==> src/rtl/uart_pkg.sv <==
// -----------------------------------------------------------------------------
// uart_pkg
// Shared constants and elaboration-time helpers for the UART timing blocks.
//   ACC_W_DEF    : default phase accumulator width
//   calc_inc_def : rounded phase increment for a given clock / baud / ratio
//   calc_osw     : width of an oversample-ratio field (holds 0..OS_MAX)
//   clamp_os     : maps a requested ratio onto 1..OS_MAX (0 selects OS_MAX)
// -----------------------------------------------------------------------------
package uart_pkg;

    localparam int unsigned ACC_W_DEF = 24;

    // round(baud * os_max * 2^acc_w / fclk_hz), evaluated in 64-bit arithmetic
    function automatic longint unsigned calc_inc_def(
        input longint unsigned fclk_hz,
        input longint unsigned baud,
        input longint unsigned os_max,
        input int unsigned     acc_w
    );
        longint unsigned num;
        num = baud * os_max * (64'd1 << acc_w);
        return (num + (fclk_hz / 2)) / fclk_hz;
    endfunction

    function automatic int unsigned calc_osw(input int unsigned os_max);
        return $clog2(os_max) + 1;
    endfunction

    function automatic int unsigned clamp_os(input int unsigned os, input int unsigned os_max);
        return ((os == 0) || (os > os_max)) ? os_max : os;
    endfunction

endpackage

==> src/rtl/baud_gen_frac_os_divider.sv <==
// -----------------------------------------------------------------------------
// os_divider
// Divides the accumulator carry stream by the oversample ratio and produces
// the registered bit and mid-bit strobes.
//   CLK      in   system clock
//   rst      in   synchronous active-high reset
//   clr      in   restart bit phase (config load or resync); wins over counting
//   en       in   run enable; 0 holds the count and any pending strobe
//   carry    in   accumulator carry this cycle (already qualified by en/clr)
//   os_n     in   oversample ratio, 1..OS_MAX
//   bit_raw  out  registered bit strobe, before output gating
//   mid_raw  out  registered mid-bit strobe, before output gating
// -----------------------------------------------------------------------------
module os_divider #(
    parameter int unsigned OSW = 5
) (
    input  logic           CLK,
    input  logic           rst,
    input  logic           clr,
    input  logic           en,
    input  logic           carry,
    input  logic [OSW-1:0] os_n,
    output logic           bit_raw,
    output logic           mid_raw
);

    logic [OSW-1:0] os_mod_q, os_mod_d;
    logic           bit_q, bit_d;
    logic           mid_q, mid_d;
    logic           last;
    logic           mid_hit;

    always_comb begin
        // NOTE: every variable assigned here gets a default first, so no path
        // through the block leaves one unassigned and infers a latch.
        os_mod_d = os_mod_q;
        bit_d    = bit_q;
        mid_d    = mid_q;

        last = (os_mod_q == (os_n - OSW'(1)));
        // With a ratio of 1 there is no distinct mid point, so the mid strobe
        // rides on every bit strobe.
        mid_hit = (os_n == OSW'(1)) ? last : (os_mod_q == ((os_n >> 1) - OSW'(1)));

        if (clr) begin
            os_mod_d = '0;
            bit_d    = 1'b0;
            mid_d    = 1'b0;
        end else if (en) begin
            bit_d = carry && last;
            mid_d = carry && mid_hit;
            if (carry) begin
                os_mod_d = last ? '0 : (os_mod_q + OSW'(1));
            end
        end
    end

    always_ff @(posedge CLK) begin
        // NOTE: state is updated with non-blocking assignments so every flop
        // samples the pre-edge values regardless of statement order.
        if (rst) begin
            os_mod_q <= '0;
            bit_q    <= 1'b0;
            mid_q    <= 1'b0;
        end else begin
            os_mod_q <= os_mod_d;
            bit_q    <= bit_d;
            mid_q    <= mid_d;
        end
    end

    assign bit_raw = bit_q;
    assign mid_raw = mid_q;

endmodule

==> src/rtl/baud_gen_frac.sv <==
// -----------------------------------------------------------------------------
// baud_gen_frac
// Fractional-N baud / oversample tick generator. A phase accumulator adds a
// programmable increment every enabled cycle; each carry is one oversample
// tick, and every os_n-th tick is a bit tick, with a mid-bit strobe halfway.
//   CLK        in   system clock
//   rst        in   synchronous active-high reset
//   en         in   run enable; 0 freezes phase, count and pending strobes
//   resync     in   single-cycle pulse, realigns bit phase to zero
//   cfg_valid  in   config request
//   cfg_ready  out  config accept (drops for one cycle after each accept)
//   cfg_inc    in   new phase increment
//   cfg_os     in   new oversample ratio (0 or > OS_MAX selects OS_MAX)
//   os_tick    out  oversample strobe
//   bit_tick   out  1x baud strobe
//   mid_tick   out  mid-bit sample strobe
//   tick_cnt   out  bit_tick count, only with BAUD_TICK_CNT_EN defined
// Optional feature macro: BAUD_TICK_CNT_EN
// -----------------------------------------------------------------------------
module baud_gen_frac
    import uart_pkg::*;
#(
    parameter longint unsigned FCLK_HZ = 100_000_000,
    parameter longint unsigned BAUD    = 3_125_000,
    parameter int unsigned     OS_MAX  = 16,
    parameter int unsigned     ACC_W   = ACC_W_DEF
) (
    input  logic                     CLK,
    input  logic                     rst,
    input  logic                     en,
    input  logic                     resync,
    input  logic                     cfg_valid,
    output logic                     cfg_ready,
    input  logic [ACC_W-1:0]         cfg_inc,
    input  logic [$clog2(OS_MAX):0]  cfg_os,
    output logic                     os_tick,
    output logic                     bit_tick,
    output logic                     mid_tick
`ifdef BAUD_TICK_CNT_EN
    ,
    output logic [15:0]              tick_cnt
`endif
);

    localparam int unsigned     OSW     = calc_osw(OS_MAX);
    localparam longint unsigned INC_DEF = calc_inc_def(FCLK_HZ, BAUD, longint'(OS_MAX), ACC_W);
    localparam logic [ACC_W-1:0] INC_INIT = INC_DEF[ACC_W-1:0];

    if ((INC_DEF == 0) || (INC_DEF >= (64'd1 << ACC_W))) begin : g_bad_inc
        $error("baud_gen_frac: default increment out of range for ACC_W");
    end

    logic [ACC_W-1:0] acc_q, acc_d;
    logic [ACC_W-1:0] inc_q, inc_d;
    logic [OSW-1:0]   os_n_q, os_n_d;
    logic             cfg_ready_q, cfg_ready_d;
    logic             os_tick_q, os_tick_d;
    logic [ACC_W:0]   sum;
    logic             cfg_load;
    logic             clr;
    logic             carry;
    logic             bit_raw, mid_raw;

    always_comb begin
        acc_d       = acc_q;
        inc_d       = inc_q;
        os_n_d      = os_n_q;
        os_tick_d   = os_tick_q;
        cfg_ready_d = 1'b1;

        sum      = {1'b0, acc_q} + {1'b0, inc_q};
        cfg_load = cfg_valid && cfg_ready_q;
        clr      = cfg_load || resync;
        carry    = en && !clr && sum[ACC_W];

        // Config load outranks resync; both restart the bit phase and drop
        // any strobe that would otherwise have followed this cycle.
        if (cfg_load) begin
            inc_d       = cfg_inc;
            os_n_d      = OSW'(clamp_os(32'(cfg_os), OS_MAX));
            acc_d       = '0;
            os_tick_d   = 1'b0;
            cfg_ready_d = 1'b0;
        end else if (resync) begin
            acc_d     = '0;
            os_tick_d = 1'b0;
        end else if (en) begin
            acc_d     = sum[ACC_W-1:0];
            os_tick_d = sum[ACC_W];
        end
    end

    always_ff @(posedge CLK) begin
        if (rst) begin
            acc_q       <= '0;
            inc_q       <= INC_INIT;
            os_n_q      <= OSW'(OS_MAX);
            cfg_ready_q <= 1'b1;
            os_tick_q   <= 1'b0;
        end else begin
            acc_q       <= acc_d;
            inc_q       <= inc_d;
            os_n_q      <= os_n_d;
            cfg_ready_q <= cfg_ready_d;
            os_tick_q   <= os_tick_d;
        end
    end

    os_divider #(
        .OSW (OSW)
    ) u_os_divider (
        .CLK     (CLK),
        .rst     (rst),
        .clr     (clr),
        .en      (en),
        .carry   (carry),
        .os_n    (os_n_q),
        .bit_raw (bit_raw),
        .mid_raw (mid_raw)
    );

    // A strobe registered just before en drops is held in its flop and shown
    // on the first enabled cycle, so pausing never loses or repeats a tick.
    // Gating with rst keeps the outputs quiet during the reset cycle itself.
    assign os_tick   = os_tick_q && en && !rst;
    assign bit_tick  = bit_raw   && en && !rst;
    assign mid_tick  = mid_raw   && en && !rst;
    assign cfg_ready = cfg_ready_q;

`ifdef BAUD_TICK_CNT_EN
    logic [15:0] tick_cnt_q, tick_cnt_d;

    always_comb begin
        tick_cnt_d = tick_cnt_q;
        if (cfg_load) begin
            tick_cnt_d = '0;
        end else if (bit_tick) begin
            tick_cnt_d = tick_cnt_q + 16'd1;
        end
    end

    always_ff @(posedge CLK) begin
        if (rst) begin
            tick_cnt_q <= '0;
        end else begin
            tick_cnt_q <= tick_cnt_d;
        end
    end

    assign tick_cnt = tick_cnt_q;
`endif

endmodule

==> config.mk <==
export PLATFORM = sky130hd
export DESIGN_NAME = baud_gen_frac
export DESIGN_NICKNAME = d
export VERILOG_FILES = /design/src/rtl/uart_pkg.sv /design/src/rtl/baud_gen_frac_os_divider.sv /design/src/rtl/baud_gen_frac.sv
export SDC_FILE = /design/constraint.sdc
export NUM_CORES = 1
export LEC_CHECK = 0
export ABC_AREA = 1
export ABC_CLOCK_PERIOD_IN_PS = 4200
export CAP_MARGIN = 20
export CORE_MARGIN = 1
export CORE_UTILIZATION = 40
export CTS_CLUSTER_SIZE = 20
export DETAILED_ROUTE_END_ITERATION = 10
export SYNTH_ARGS = -nofsm -noshare
export SYNTH_HDL_FRONTEND = slang
export SYNTH_HIERARCHICAL = 1
export SYNTH_SLANG_ARGS = --single-unit
==> constraint.sdc <==
create_clock -name CLK -period 4.2 [get_ports CLK]
set_input_delay 0.84 -clock CLK [delete_from_list [all_inputs] [get_ports CLK]]
set_output_delay 0.84 -clock CLK [all_outputs]
set_load 0.05 [all_outputs]
==> results of run 1 <==
[cell type report]
| class | count | area, µm² |
|---|---|---|
| clock buffer | 12 | 165 |
| clock inverter | 3 | 42.5 |
| fill | 1174 | 5650 |
| inverter | 135 | 507 |
| multi-input combinational | 508 | 2640 |
| sequential | 62 | 1240 |
| tap | 140 | 175 |
| timing repair buffer | 40 | 423 |
[placed cells by master, fill, tap and decap left out, types with 4 or more instances in the layout]
cell type,Yosys,layout
a21oi_1,23,23
a22o_1,23,23
clkbuf_8,0,12
clkdlybuf4s50_1,0,34
dfxtp_1,62,62
ha_1,30,30
inv_1,132,132
nand2_1,226,226
nand2_2,8,8
nand3_1,43,43
nand3_2,6,6
nand4_1,9,9
nor2_1,87,86
nor2_2,8,9
o21ai_0,8,8
o21ai_1,4,4
xor2_1,8,8
[synth_stat cells (4+ instances only)]
cell type  instances  area share, %
o21ai_1            4           0.45
ha_1              30            8.4
a22o_1            23            4.5
nand2_2            8            1.1
buf_2              5           0.56
nand4_1            9            1.3
nand3_2            6            1.3
a21oi_1           23            2.6
dfxtp_1           62             28
nor2_1            87            7.3
nor2_2             8            1.1
o21ai_0            8           0.90
nand2_1          226             19
xor2_1             8            1.6
inv_1            132             11
clkbuf_1           5           0.42
nand3_1           43            4.8
[cell families (layout without fill, tap and decap cells)]
logic type,after synthesis,in the layout,share of synthesized area (%)
buf+inv,148,190,13.1
simple gates,399,399,38.0
flops,62,62,27.8
compound gates,68,68,10.3
fa+ha+maj,31,31,8.87
xor+xnor,10,10,1.96
[power groups by stage]
stage	clock network, mW	registers (mW)	logic, mW
floorplan	0	0.638	0.147
global placement	0	0.642	0.212
detailed placement	0	0.642	0.215
CTS	0.577	0.629	0.216
global route	0.600	0.632	0.244
finish	0.555	0.629	0.214
[metal layers]
metal  vias to the layer above  track usage (%)
met1                      1889             25.6
met5                         -                0
met3                        21             4.66
met4                         0             9.10
li1                       2300                -
met2                        66             34.9
[sequential cells by signal, summed over array words and instances, names as in the netlist]
register and flops:
inc_q 24, acc_q 24, cfg_ready 1, u_os_divider/mid_raw 1, u_os_divider/os_mod_q 5, u_os_divider/bit_raw 1
os_n_q 5, os_tick_q 1
[through the flow]
stage | power [mW] | worst slack, ps | util, %
after floorplan | 0.785 | 1400 | -
after global placement | 0.853 | 1290 | 46.0
after detailed placement | 0.857 | 1280 | 46.0
after CTS | 1.42 | 1470 | 47.9
after global routing | 1.48 | 1240 | 47.9
final | 1.40 | 1460 | 47.9
[final timing paths]
kind	startpoint	end	slack [ps]	cells past startpoint
hold / removal	u_os_divider/bit_raw	u_os_divider/bit_raw	460	2
setup / recovery	acc_q[0]	u_os_divider/os_mod_q[4]	1460	17
setup reg to reg	acc_q[0]	u_os_divider/os_mod_q[4]	1460	17
hold reg to reg	u_os_divider/bit_raw	u_os_divider/bit_raw	460	2
[worst max-delay path, stage by stage (launching register included)]
cell,delay [ps]
dfxtp_1,320
ha_1,250
fa_1,430
nand2_1,110
nand2_1,80
nand4_1,80
nand3_1,230
nand2_1,160
nand3_2,110
nand3_1,90
inv_1,50
nand2_1,130
inv_1,120
nand3_1,100
nor2_1,60
xnor2_1,110
or2_1,220
inv_1,50
==> reports/metrics.yaml, run 1 <==
status: "finished clean"
cts_resized: 0
die_y_um: 108
syn_area_per_cell_um2: 6.21
core_um2: 10800
ys_seq_area_share_pct: 27.8
synth_cell_types: 32
finClkSkew_ps: 16.8
syn_area_um2: 4460
grt_max_degree: 44
die_area_um2: 11600
grt_overflow_total: 0
cts_setup_buffers: 0
seq_power_share_pct: 45.0
rows: 38
drt_iter0_markers: 168
wl_met2_um: 5000
async_reset_ff_share_pct: 0
max_freq_mhz: 365
h-tree-depth: 3
p_sw_share_pct: 26.8
clkPwrFrac_pct: 39.7
setup_viol: 0
drcViolationCount: 0
startpoint_type: "register"
holdWs_ps: 463
met1_length_um: 5270
dpl-instance-area_um2: 4980
hp-class: "register to register"
initial_core_util_pct: 41.1
viasPerCell: 4.75
grt_pass1_vias: 4055
setup_tns_ps: 0
clkTransAtPathRegs_ps: 80
synthCells: 718
topRoutingLayerUsed: "met4"
intPower_mw: 1.02
fin_cells: 900
clock-sinks: 62
cp_max_fo: 5
timing.final.crit_period_ps: 2740
worstSetupEndpointType: "register"
route.met3.wl_um: 435
max_cap_violations: 0
slew_viol_final: 0
grt_pass1_wl_um: 18400
dr_total_vias: 4276
power_density_nw_per_um2: 269
ys.warnings.count: 6
synth_edf_count: 0
arrival_ps: 3070
switching_power_uw: 374
min_period_over_period_pct: 65.3
criticalPathCategory: "register to register"
place_congestion: 0.870
tightest_slew_ps: 1040
die_x_um: 108
numPortBuffers: 37
p_comb_share_pct: 15.3
dp.cells: 885
ios: 38
p_leak_nw: 2.81
nets: 821
ant_nets: 0
cts_made_buffers: 9
holdBufCountCts: 0
final_area_um2: 5190
antenna_found_initial: 0
synth-seq-cells: 62
clock_latency_ps: 370
rsz0062_at_grt: "false"
firstDrtPassIters: 7
antenna_cells: 0
wl_per_cell_um: 12.2
cts_tree: "done"
syn_nets: 783
drt-total-wl_um: 11000
synth_ff_type: "dfxtp_1"
ir_worst_vdd_v: 0.000283
dp_hpwl_um: 8680
track_usage_pct: 20.9
area.growth.synth_to_final_pct: 16.4
drive_gt1_share_pct: 7.11
slew_headroom_pct: 30.7
cts_buffer_depth: 2
root_buffer: "clkbuf_8"
critPathRequiredTime_ps: 4520
hold_viol: 0
Note: power is estimated with default switching activity, not from simulation.
==> inputs of run 2 (changes only) <==
Settings changed: ABC_CLOCK_PERIOD_IN_PS 4200 to 2800.
Clock period 4.2 ns to 2.8 ns, I/O delays scaled along.
==> run 2 against run 1 <==
Effect of this change:
- hold slack gained 11 ps
- design area grew 0.41%
- sequential share of layout area shrank 0.098 points
- global-route usage is 0.35 points higher
- critical path depth stayed put
- clock power grew 43%
- first-iteration DRC count is 18% higher
- highest routed layer unchanged
- via count grew 0.61%
- register-to-register slack worse by 1100 ps
- count of clock-buffer cells in the layout is 2 lower
==> reports/metrics.yaml, run 2 (synthesis gave the netlist of run 1 again) <==
final_common_cell: "nand2_1"
p_sw_share_pct: 27.8
seq_power_share_pct: 45.6
numPortBuffers: 37
switching_power_uw: 574
crit_start: "acc_q[0]"
slew_headroom_pct: 33.0
core_um2: 10800
ir_worst_vdd_v: 0.000235
dpl-instance-area_um2: 5000
top_regs: "acc_q x24, inc_q x24"
clock-sinks: 62
slew_viol_final: 0
status: "finished clean"
setup_tns_ps: 0
clkTransAtPathRegs_ps: 70
rsz0062_at_grt: "false"
hold_path_depth: 2
intPower_mw: 1.49
place_congestion: 0.913
nets: 824
initial_core_util_pct: 41.1
max_cap_violations: 0
ios: 38
grt_pass1_vias: 4045
criticalPathCategory: "register to register"
drt-total-wl_um: 11200
final_area_um2: 5210
n_fill_cell: 1189
firstDrtPassIters: 4
arrival_ps: 2790
hold_viol: 0
clock_latency_ps: 360
tightest_slew_ps: 1000
drive_gt1_share_pct: 7.98
ant_nets: 0
min_period_over_period_pct: 88.4
p_leak_nw: 2.83
reg2regPathDepth: 17
crit_top_cell: "nand2_1"
drcViolationCount: 0
max_freq_mhz: 404
power_density_nw_per_um2: 397
cp_max_fo: 5
die_x_um: 108
h-tree-depth: 3
grt_overflow_total: 0
die_y_um: 108
hp-class: "register to register"
setup_viol: 0
finClkSkew_ps: 10.7
hold_start: "u_os_divider/bit_raw"
rows: 38
cts_setup_buffers: 0
slowest_stage: "fa_1"
p_comb_share_pct: 15.9
slowest_delay_ps: 420
timing.final.crit_period_ps: 2470
path_depth: 17
track_usage_pct: 21.3
critPathBufInv: 3
power_mw: 2.07
reg2reg_from: "acc_q[0]"
viasPerCell: 4.76
worstSetupEndpointType: "register"
antenna_found_initial: 0
drt_iter0_markers: 199
antenna_cells: 0
area.growth.synth_to_final_pct: 16.9
grt_pass1_wl_um: 19100
mostFrequentLayoutCells: "nand2_1, inv_1, nor2_1"
cts_tree: "done"
grt_max_degree: 41
crit_family: "simple AND/OR/NAND/NOR gates"
cts_made_buffers: 9
die_area_um2: 11600
dr_total_vias: 4302
crit_chain: "ha_1, fa_1, nand2_1, nand2_1, nand4_1, nand3_2, nand2_1, nand3_2, nand3_1, inv_1, nand2_2, inv_2, nand3_1, nor2_1, xnor2_1, or2_1, inv_1"
cts_buffer_depth: 2
dp_hpwl_um: 8890
startpoint_type: "register"
clkPwrFrac_pct: 38.5
critPathRequiredTime_ps: 3110
wl_per_cell_um: 12.4
root_buffer: "clkbuf_8"
run 2: final timing paths:
kind,slack [ps],end
min,470,u_os_divider/bit_raw
min reg2reg,470,u_os_divider/bit_raw
max,330,u_os_divider/os_mod_q[4]
max reg2reg,330,u_os_divider/os_mod_q[4]
run 2: layout make-up:
type | count | area (µm²) | area share, %
Inverter | 135 | 507 | 9.72
Multi-Input combinational cell | 508 | 2640 | 50.7
Sequential cell | 62 | 1240 | 23.8
Timing Repair Buffer | 43 | 445 | 8.55
Tap cell | 140 | 175 | 3.36
Clock inverter | 6 | 61.3 | 1.18
Clock buffer | 10 | 138 | 2.64
run 2: through the flow:
step                      hold WS [ps]  utilization (%)  cells  setup slack, ps
final                              474             48.1    904              326
after floorplan                    440                -    718              517
after CTS                          475             48.0    904              197
after global routing               497             48.1    904             43.8
after global placement             456             46.2    888              355
after detailed placement           464             46.2    888              216
run 2: tightest hold or removal path: cells and delay by family, from the launching register on:
family           cells  cell delay (ps)
AND/OR/NAND/NOR      1               60
flip-flops           1              310
AO/OA/AOI/OAI        1               60
run 2: per-layer routing:
layer	global-route usage, %	vias to the layer above	wire length, µm
li1	-	2310	-
met1	27.3	1899	5550
met2	34.6	76	5020
met3	4.66	17	417
met4	8.02	0	218
met5	0	-	0
run 2: timing repair:
item	in CTS	in global routing
hold buffers	0	0
resized for setup	0	3
endpoints found under the setup margin	0	1
run 2: power groups by stage:
stage	registers (mW)	clock network [mW]	logic, mW
floorplan	0.957	0	0.221
global placement	0.962	0	0.326
detailed placement	0.963	0	0.329
CTS	0.943	0.827	0.331
global route	0.947	0.871	0.372
finish	0.942	0.796	0.329
==> inputs of run 3 (changes only) <==
Settings changed: CTS_CLUSTER_SIZE 20 to 12.
==> results of run 3 <==
The final DEF is identical to that of run 2; final timing and power are the same.
